## src/rtl/pipe_fwd_scoreboard_pkg.sv

```systemverilog
// Shared types and constants for the forwarding/hazard scoreboard.
// Stage tags carry register addresses at a fixed width so one struct serves every ADDR_W.
package pipe_fwd_scoreboard_pkg;

    localparam int unsigned DEF_ADDR_W     = 5;
    localparam int unsigned DEF_DEPTH      = 2;
    localparam int unsigned DEF_LOAD_STAGE = 2;
    localparam int unsigned DEF_MEM2MEM    = 1;

    // Upper bound on ADDR_W; narrower addresses are zero-extended into the tag.
    localparam int unsigned TAG_ADDR_W = 8;

    localparam int unsigned FWD_RF = 0;

    typedef struct packed {
        logic                  valid;
        logic [TAG_ADDR_W-1:0] rs;
        logic [TAG_ADDR_W-1:0] rt;
        logic [TAG_ADDR_W-1:0] rd;
        logic                  regwrite;
        logic                  memread;
        logic                  memwrite;
    } stageTag_t;

endpackage

```

## src/rtl/fwd_prio_sel.sv

```systemverilog
// Priority match of one EX operand against the producing stages 1..DEPTH.
// The youngest (lowest-numbered) producer wins; no match selects the register file.
module fwd_prio_sel
    import pipe_fwd_scoreboard_pkg::*;
#(
    parameter int unsigned DEPTH = DEF_DEPTH,
    parameter int unsigned SEL_W = 2,
    parameter int unsigned AW    = TAG_ADDR_W
) (
    input  logic                  srcValid,
    input  logic [AW-1:0]         srcReg,
    input  logic [DEPTH-1:0]      prodMask,
    input  logic [DEPTH*AW-1:0]   prodRd,
    output logic [SEL_W-1:0]      sel
);

    always_comb begin
        sel = SEL_W'(FWD_RF);
        if (srcValid) begin
            // Scan oldest to youngest so the youngest match is the final assignment.
            for (int k = int'(DEPTH); k >= 1; k--) begin
                if (prodMask[k-1] && (prodRd[(k-1)*AW +: AW] == srcReg)) begin
                    sel = SEL_W'(k);
                end
            end
        end
    end

endmodule

```

## src/rtl/pipe_fwd_scoreboard.sv

```systemverilog
// Operand-forwarding and load-use hazard scoreboard for an in-order pipeline.
// Tracks destination tags from EX through DEPTH later stages and derives stall/forward selects.
module pipe_fwd_scoreboard
    import pipe_fwd_scoreboard_pkg::*;
#(
    parameter int unsigned ADDR_W     = DEF_ADDR_W,
    parameter int unsigned DEPTH      = DEF_DEPTH,
    parameter int unsigned LOAD_STAGE = DEF_LOAD_STAGE,
    parameter int unsigned MEM2MEM    = DEF_MEM2MEM,
    localparam int unsigned SEL_W     = $clog2(DEPTH + 1)
) (
    input  logic              clk,
    input  logic              reset,
    input  logic              id_valid,
    input  logic [ADDR_W-1:0] id_rs,
    input  logic [ADDR_W-1:0] id_rt,
    input  logic              id_use_rs,
    input  logic              id_use_rt,
    input  logic [ADDR_W-1:0] id_rd,
    input  logic              id_regwrite,
    input  logic              id_memread,
    input  logic              id_memwrite,
    input  logic              flush,
    output logic              stall,
    output logic [SEL_W-1:0]  fwd_a,
    output logic [SEL_W-1:0]  fwd_b,
    output logic              fwd_mem,
    output logic [31:0]       stall_cnt
);

    stageTag_t stageQ [DEPTH+1];
    stageTag_t stageD [DEPTH+1];
    logic [31:0] stallCntQ;

    logic [TAG_ADDR_W-1:0] idRs, idRt, idRd;
    logic [DEPTH-1:0] prodMask;
    logic [DEPTH*TAG_ADDR_W-1:0] prodRd;
    logic hazard;

    assign idRs = TAG_ADDR_W'(id_rs);
    assign idRt = TAG_ADDR_W'(id_rt);
    assign idRd = TAG_ADDR_W'(id_rd);

    always_comb begin
        prodMask = '0;
        prodRd   = '0;
        for (int k = 1; k <= int'(DEPTH); k++) begin
            prodMask[k-1] = stageQ[k].valid && stageQ[k].regwrite && (stageQ[k].rd != '0);
            prodRd[(k-1)*TAG_ADDR_W +: TAG_ADDR_W] = stageQ[k].rd;
        end
    end

    // Load-use hazard: a load too young to forward its data produces an ID operand.
    always_comb begin
        hazard = 1'b0;
        for (int j = 0; j < int'(DEPTH); j++) begin
            if (j + 1 < int'(LOAD_STAGE)) begin
                logic loadHit, rsHit, rtHit, exempt;
                loadHit = stageQ[j].valid && stageQ[j].regwrite && stageQ[j].memread
                          && (stageQ[j].rd != '0);
                rsHit   = loadHit && id_use_rs && (stageQ[j].rd == idRs);
                rtHit   = loadHit && id_use_rt && (stageQ[j].rd == idRt);
                // Store data can be picked up later via the memory-to-memory path.
                exempt  = (MEM2MEM != 0) && id_memwrite && (j == 0) && !rsHit;
                hazard  = hazard || rsHit || (rtHit && !exempt);
            end
        end
    end

    assign stall = id_valid && !flush && hazard;

    always_comb begin
        stageD[0] = '0;
        if (id_valid && !stall && !flush) begin
            stageD[0] = '{valid: 1'b1, rs: idRs, rt: idRt, rd: idRd,
                          regwrite: id_regwrite, memread: id_memread, memwrite: id_memwrite};
        end
        for (int k = 1; k <= int'(DEPTH); k++) begin
            stageD[k] = stageQ[k-1];
        end
    end

    always_ff @(posedge clk) begin
        if (reset) begin
            for (int k = 0; k <= int'(DEPTH); k++) begin
                stageQ[k] <= '0;
            end
            stallCntQ <= '0;
        end else begin
            stageQ <= stageD;
            if (stall && (stallCntQ != 32'hFFFF_FFFF)) begin
                stallCntQ <= stallCntQ + 32'd1;
            end
        end
    end

    assign stall_cnt = stallCntQ;

    assign fwd_mem = (MEM2MEM != 0) && stageQ[1].valid && stageQ[1].memwrite
                     && stageQ[2].valid && stageQ[2].regwrite && stageQ[2].memread
                     && (stageQ[2].rd != '0) && (stageQ[2].rd == stageQ[1].rt);

    fwd_prio_sel #(
        .DEPTH (DEPTH),
        .SEL_W (SEL_W),
        .AW    (TAG_ADDR_W)
    ) u_sel_a (
        .srcValid (stageQ[0].valid),
        .srcReg   (stageQ[0].rs),
        .prodMask (prodMask),
        .prodRd   (prodRd),
        .sel      (fwd_a)
    );

    fwd_prio_sel #(
        .DEPTH (DEPTH),
        .SEL_W (SEL_W),
        .AW    (TAG_ADDR_W)
    ) u_sel_b (
        .srcValid (stageQ[0].valid),
        .srcReg   (stageQ[0].rt),
        .prodMask (prodMask),
        .prodRd   (prodRd),
        .sel      (fwd_b)
    );

endmodule

```

## config.mk

```make
export PLATFORM = sky130hd
export DESIGN_NAME = pipe_fwd_scoreboard
export DESIGN_NICKNAME = d
export VERILOG_FILES = /design/src/rtl/pipe_fwd_scoreboard_pkg.sv /design/src/rtl/fwd_prio_sel.sv /design/src/rtl/pipe_fwd_scoreboard.sv
export SDC_FILE = /design/constraint.sdc
export NUM_CORES = 1
export LEC_CHECK = 0
export CAP_MARGIN = 10
export CORE_ASPECT_RATIO = 2
export CORE_MARGIN = 2
export CORE_UTILIZATION = 46
export DETAILED_ROUTE_END_ITERATION = 10
export PLACE_DENSITY = 0.72
export SYNTH_ARGS = -nofsm -noshare
export SYNTH_HDL_FRONTEND = slang
export SYNTH_SLANG_ARGS = --single-unit
```

## constraint.sdc

```tcl
create_clock -name clk -period 2 [get_ports clk]
set_input_delay 0.4 -clock clk [delete_from_list [all_inputs] [get_ports clk]]
set_output_delay 0.4 -clock clk [all_outputs]
set_load 0.05 [all_outputs]
```

==> impl_metrics.py, run 1 <==
metrics = {
    "sta": {
        "layout_setup_ws_ns": -0.3455,
        "tightest_slew_ns": 0.5362,
        "fmax_mhz": 426.4,
        "max_slew_margin": 0.6425,
        "fin_setup_tns_ns": -1.619,
        "setup_viol": 12,
        "rsz0062_at_grt": "yes",
        "fin_crit_sh": 1.173,
        "drv_slew": 0,
        "layout_min_cycle_time_ns": 2.345,
        "clock_skew_ns": 0.004451,
        "hold_violations": 0,
    },
    "setup_path": {
        "cp-end-kind": "output port",
        "cp_num_buf_inv": 2,
        "cp_slowest_cell": "or4_4",
        "crit_chain": "or4_4 -> o211ai_1 -> buf_4 -> nor4_4 -> and2_4 -> buf_12",
        "cp_max_fo": 2,
        "crit_type": "reg2out",
        "critical_path.startpoint_type": "flip-flop",
        "critPathTopFamily": "simple AND/OR/NAND/NOR gates",
        "crit_path_max_incr_delay_ns": 0.52,
        "cp.required_ns": 1.60,
        "cp.arrival_ns": 1.95,
        "r2r_slack_ns": -0.06,
    },
    "logic_synthesis": {
        "synth_nets": 371,
        "synth_edf_count": 0,
        "syn_area_per_cell_sq_um": 9.257,
        "synth_area_leaders": "dfxtp_1 (46%), xnor2_1 (7.7%), nor2b_1 (4.9%), and2_1 (4.5%), a21oi_1 (3.6%)",
        "synth.distinct_cells": 36,
        "netlist_area_sq_mm": 0.003203,
        "synth-seq-cells": 73,
        "synth_flop_cell": "dfxtp_1",
        "synthCells": 346,
        "yosysTopAreaCellShare": 0.4563,
        "synth_area_leader_cell": "dfxtp_1",
        "ys_seq_area_frac": 0.4562,
        "yosys_warnings": 0,
        "async_reset_ff_frac": 0,
    },
    "clock_tree": {
        "clkLatencyLatePin_ns": 0.33,
        "cts_max_path_buffers": 2,
        "cts_inserted_buffers": 9,
        "cts_hold_buf": 0,
        "cts-root-buf": "clkbuf_16",
        "cts_htree_levels": 3,
        "clkSinkCount": 73,
        "cts_tree": "built",
        "clkSlewWorstSetupHoldPaths_ns": 0.06,
    },
    "routing": {
        "drt-total-wl_mm": 8.897,
        "antenna_left": 0,
        "drt_iter0_markers": 195,
        "drt_first_pass_iters": 5,
        "drc": 0,
        "wl_per_cell_um": 16.15,
        "viasPerCell": 5.515,
        "via_count": 3039,
    },
    "global_route": {
        "grt_pass1_wl_mm": 13.80,
        "grt_max_degree": 26,
        "grt_usage": 0.2258,
        "grt_overflow_total": 0,
        "grt_pass1_vias": 3027,
        "antenna_found_initial": 0,
    },
    "floorplanning": {
        "row_count": 43,
        "io_pins": 62,
        "initial_core_util": 0.4688,
        "core_sq_mm": 0.006833,
        "die_height_um": 122.0,
        "die_w_um": 63.01,
        "die-area_sq_mm": 0.007687,
    },
    "power": {
        "ir_drop_v": 0.0005046,
        "power.density_mw_per_mm2": 636.2,
        "p_leak_nw": 1.983,
    },
    "place": {
        "post-place-ws_ns": -0.4903,
        "post-place-cells": 522,
        "dpl.hpwl_mm": 5.471,
        "postPlaceCellArea_sq_mm": 0.004315,
        "gp_congestion": 0.8152,
        "port_buffers": 61,
    },
    "job": {
        "maxCapViolations": 0,
    },
    "layout": {
        "layout.cells.non_filler": 551,
        "final_util": 0.7484,
        "fill_cells": 485,
        "nets": 481,
        "drive_above_1_share": 0.3666,
        "final_cell_mix": "clkdlybuf4s50_1 (39), buf_4 (39), dfxtp_1 (37)",
        "syn2layout_area_growth_pct": 59.65,
        "antenna_cells": 0,
        "final_area_sq_mm": 0.005114,
    },
    "min_path": {
        "hold_class": "in2reg",
    },
    "status": {
        "violations": "setup timing",
        "outcome": "complete, but fails checks",
    },
}
==> where the power goes <==
| group | total [mW] | internal [mW] | switching, mW |
|---|---|---|---|
| clock network | 1.62 | 1.03 | 0.598 |
| registers | 1.46 | 1.45 | 0.0144 |
| logic | 0.169 | 0.0919 | 0.0766 |
| total | 3.25 | 2.56 | 0.689 |
==> layer usage <==
layer,part of all wire,up-vias,GRT usage,wire (um)
met3,0.037,16,0.04432,331
met1,0.40,1475,0.2553,3571
met2,0.55,96,0.4116,4852
met5,0,-,0,0
met4,0.016,0,0.08611,141
li1,-,1452,-,-
==> final timing paths <==
check	start	to	depth (start not counted)
hold reg to reg	stageD[28]	stageD[0]	1
setup / recovery	prodRd[1]	fwd_b[0]	6
setup reg to reg	stageD[32]	stall_cnt[12]	10
hold / removal	id_rs[1]	stageD[48]	2
==> synthesized netlist by cell type, types with 9 or more instances <==
master and number:
dfxtp_1 73, xnor2_1 28, nor2b_1 25, a21oi_1 23
and2_1 23, o21ai_0 17, or3_1 17, nand2_1 16
nand3_1 16, nand4_1 12, xor2_1 12, nor2_1 11
or4_1 11, clkbuf_1 9
==> worst register-to-register path: cells and delay by family, from the launching register on <==
kind / cells / cell delay, ns
AO/OA/AOI/OAI: 2 / 0.35
XOR/XNOR: 1 / 0.13
buffers and inverters: 4 / 0.55
flip-flops: 1 / 0.32
AND/OR/NAND/NOR: 3 / 0.64
==> cell families after synthesis <==
group                    count (synthesis)  synth area share
AO/OA/AOI/OAI                           55            0.1086
XOR/XNOR                                40            0.1094
adder cells (fa/ha/maj)                  1          0.003906
buffers and inverters                   20           0.02695
flip-flops                              73            0.4562
multiplexers                             3           0.01016
AND/OR/NAND/NOR                        154            0.2848
==> timing repair <==
item / CTS / global route
pin swaps: 21 / 37
setup endpoints to repair: 29 / 50
gates resized for setup: 42 / 51
buffers inserted: 6 / 5
cloned: 3 / 1
hold endpoints to repair: 0 / 0
==> sequential cells by signal, indices dropped and copies added, names as in the netlist <==
signal     count
stall_cnt     32
stageD        28
prodRd        10
stageQ         3
==> stage by stage <==
| step | hold WS, ns | power, mW |
|---|---|---|
| after detailed placement | 0.4220 | 1.650 |
| after global routing | 0.4661 | 3.369 |
| final | 0.4502 | 3.254 |
| after global placement | 0.4215 | 1.645 |
| after floorplan | 0.4138 | 1.565 |
| after CTS | 0.4381 | 3.283 |
==> layout make-up <==
type                    count  area (sq um)  share of cell area
repair buffers            112          1146              0.2241
clock buffers              12         289.0             0.05652
clock inverters             4         30.03            0.005872
inverters                   7         26.28            0.005138
multi-input cells         253          1956              0.3824
flip-flops and latches     73          1554              0.3039
well taps                  90         112.6             0.02202
No activity file was read; power rests on OpenSTA's default activity.
==> inputs of run 2 (changes only) <==
PLACE_DENSITY = 0.75   (was 0.72)
==> run 2 against run 1 <==
The flow still finishes with violations (setup timing); sequential power hardly changed; cell area increased by 1.0%; clock-buffer cell count down 2; highest routed layer unchanged.
==> impl_metrics.py, run 2 (synthesis results as in run 1) <==
metrics = {
    "global_route": {
        "grt_pass1_wl_mm": 14.06,
        "grt_max_degree": 29,
        "grt_overflow_total": 0,
        "grt_pass1_vias": 3058,
        "antenna_found_initial": 0,
        "grt_usage": 0.2325,
    },
    "power": {
        "ir_drop_v": 0.0004954,
        "power.density_mw_per_mm2": 617.7,
        "p_leak_nw": 1.989,
    },
    "routing": {
        "wl_per_cell_um": 17.01,
        "drc": 0,
        "highest_layer": "met4",
        "antenna_left": 0,
        "via_count": 3095,
        "routed-wl-met2_mm": 5.184,
        "dr_wl_met3_um": 489,
        "drt_first_pass_iters": 4,
        "drt_iter0_markers": 244,
        "drt-met1-wl_mm": 3.391,
        "drt-total-wl_mm": 9.421,
        "viasPerCell": 5.587,
    },
    "sta": {
        "clock_skew_ns": 0.003334,
        "hold_violations": 0,
        "layout_min_cycle_time_ns": 2.376,
        "drv_slew": 0,
        "holdWs_ns": 0.4385,
        "max_slew_margin": 0.5314,
        "fmax_mhz": 420.9,
        "tightest_slew_ns": 0.7029,
        "layout_setup_ws_ns": -0.3759,
        "setup_viol": 16,
        "fin_crit_sh": 1.188,
        "rsz0062_at_grt": "yes",
    },
    "place": {
        "post-place-cells": 517,
        "dpl.hpwl_mm": 5.523,
        "port_buffers": 61,
        "post-place-ws_ns": -0.5853,
        "gp_congestion": 0.8072,
        "postPlaceCellArea_sq_mm": 0.004275,
    },
    "setup_path": {
        "cp_max_fo": 2,
        "crit_chain": "or4_4 -> o211ai_1 -> buf_4 -> nor4_4 -> nor3_2 -> buf_12",
        "crit_path_start": "prodRd[1]",
        "critPathTopFamily": "simple AND/OR/NAND/NOR gates",
        "cp.required_ns": 1.60,
        "critical_path.startpoint_type": "flip-flop",
        "ff2ff_path_depth": 10,
        "worstReg2RegEnd": "stall_cnt[22]",
        "crit_type": "reg2out",
        "cp.arrival_ns": 1.98,
        "cp-end-kind": "output port",
        "cp_num_buf_inv": 2,
        "r2r_slack_ns": -0.08,
        "cp_slowest_cell": "or4_4",
        "crit_path_max_incr_delay_ns": 0.53,
        "r2r_start": "stageD[32]",
    },
    "layout": {
        "final_cell_mix": "buf_4 (42), clkdlybuf4s50_1 (40), dfxtp_1 (34)",
        "largest_reg_flops": 32,
        "final_area_sq_mm": 0.005166,
        "layout.cells.non_filler": 554,
        "mostFrequentLayoutCell": "buf_4",
        "drive_above_1_share": 0.4116,
        "nets": 485,
        "syn2layout_area_growth_pct": 61.29,
        "antenna_cells": 0,
    },
    "clock_tree": {
        "clkSinkCount": 73,
        "cts_tree": "built",
        "cts_htree_levels": 3,
        "cts_inserted_buffers": 9,
        "clkSlewWorstSetupHoldPaths_ns": 0.05,
        "clkLatencyLatePin_ns": 0.34,
        "cts_max_path_buffers": 2,
        "cts-root-buf": "clkbuf_16",
    },
    "floorplanning": {
        "die_height_um": 122.0,
        "row_count": 43,
        "die_w_um": 63.01,
        "die-area_sq_mm": 0.007687,
        "core_sq_mm": 0.006833,
        "initial_core_util": 0.4688,
        "io_pins": 62,
    },
    "min_path": {
        "hold_class": "in2reg",
        "whs_path_depth": 2,
        "hold_end": "stageD[49]",
        "hp-start": "id_rs[2]",
    },
    "status": {
        "outcome": "complete, but fails checks",
        "violations": "setup timing",
    },
    "job": {
        "maxCapViolations": 0,
    },
}
run 2: cell types whose count changed in the layout (fill, tap and decap cells not counted), sizes merged, moves of 2 or more:
cell          before  now
buf               59   64
inv                8   10
clkbuf            13   10
clkinvlp           2    0
dlymetal6s2s       3    1
run 2: worst max-delay path by stage:
stage,endpoint,depth (start not counted)
floorplan,fwd_a[1],4
global placement,stall_cnt[25],8
detailed placement,stall_cnt[27],8
CTS,fwd_b[1],6
global route,fwd_a[1],6
finish,fwd_a[1],6
run 2: report_power, final:
group	leakage (nW)	switching [mW]	internal, mW
Sequential	0.616	0.0143	1.45
Combinational	1.23	0.0806	0.0934
Clock	0.144	0.599	0.957
run 2: through the flow:
step | power (mW) | setup TNS [ns] | util
CTS | 3.196 | -2.288 | 0.7121
floorplan | 1.565 | -0.2003 | -
global placement | 1.642 | -12.26 | 0.6257
finish | 3.191 | -1.864 | 0.7561
detailed placement | 1.648 | -16.58 | 0.6257
global route | 3.292 | -4.611 | 0.7561
run 2: what timing repair did:
| action | CTS | global route |
|---|---|---|
| setup buffers | 8 | 16 |
| resized for setup | 51 | 73 |
| cloned | 3 | 2 |
| hold buffers | 0 | 0 |
| pin swaps | 37 | 38 |
| setup endpoints to repair | 31 | 53 |
run 2: cell type report:
| class | instances | area, sq um |
|---|---|---|
| Clock buffer | 10 | 229.0 |
| Timing Repair Buffer | 115 | 1117 |
| Tap cell | 90 | 112.6 |
| Fill cell | 481 | 1667 |
| Multi-Input combinational cell | 254 | 2069 |
| Clock inverter | 5 | 53.80 |
| Inverter | 7 | 26.28 |
| Sequential cell | 73 | 1558 |
run 2: layer usage:
metal,global-route usage,vias up
li1,-,1458
met2,0.4262,119
met5,0,-
met3,0.05263,34
met1,0.2455,1484
met4,0.1139,0
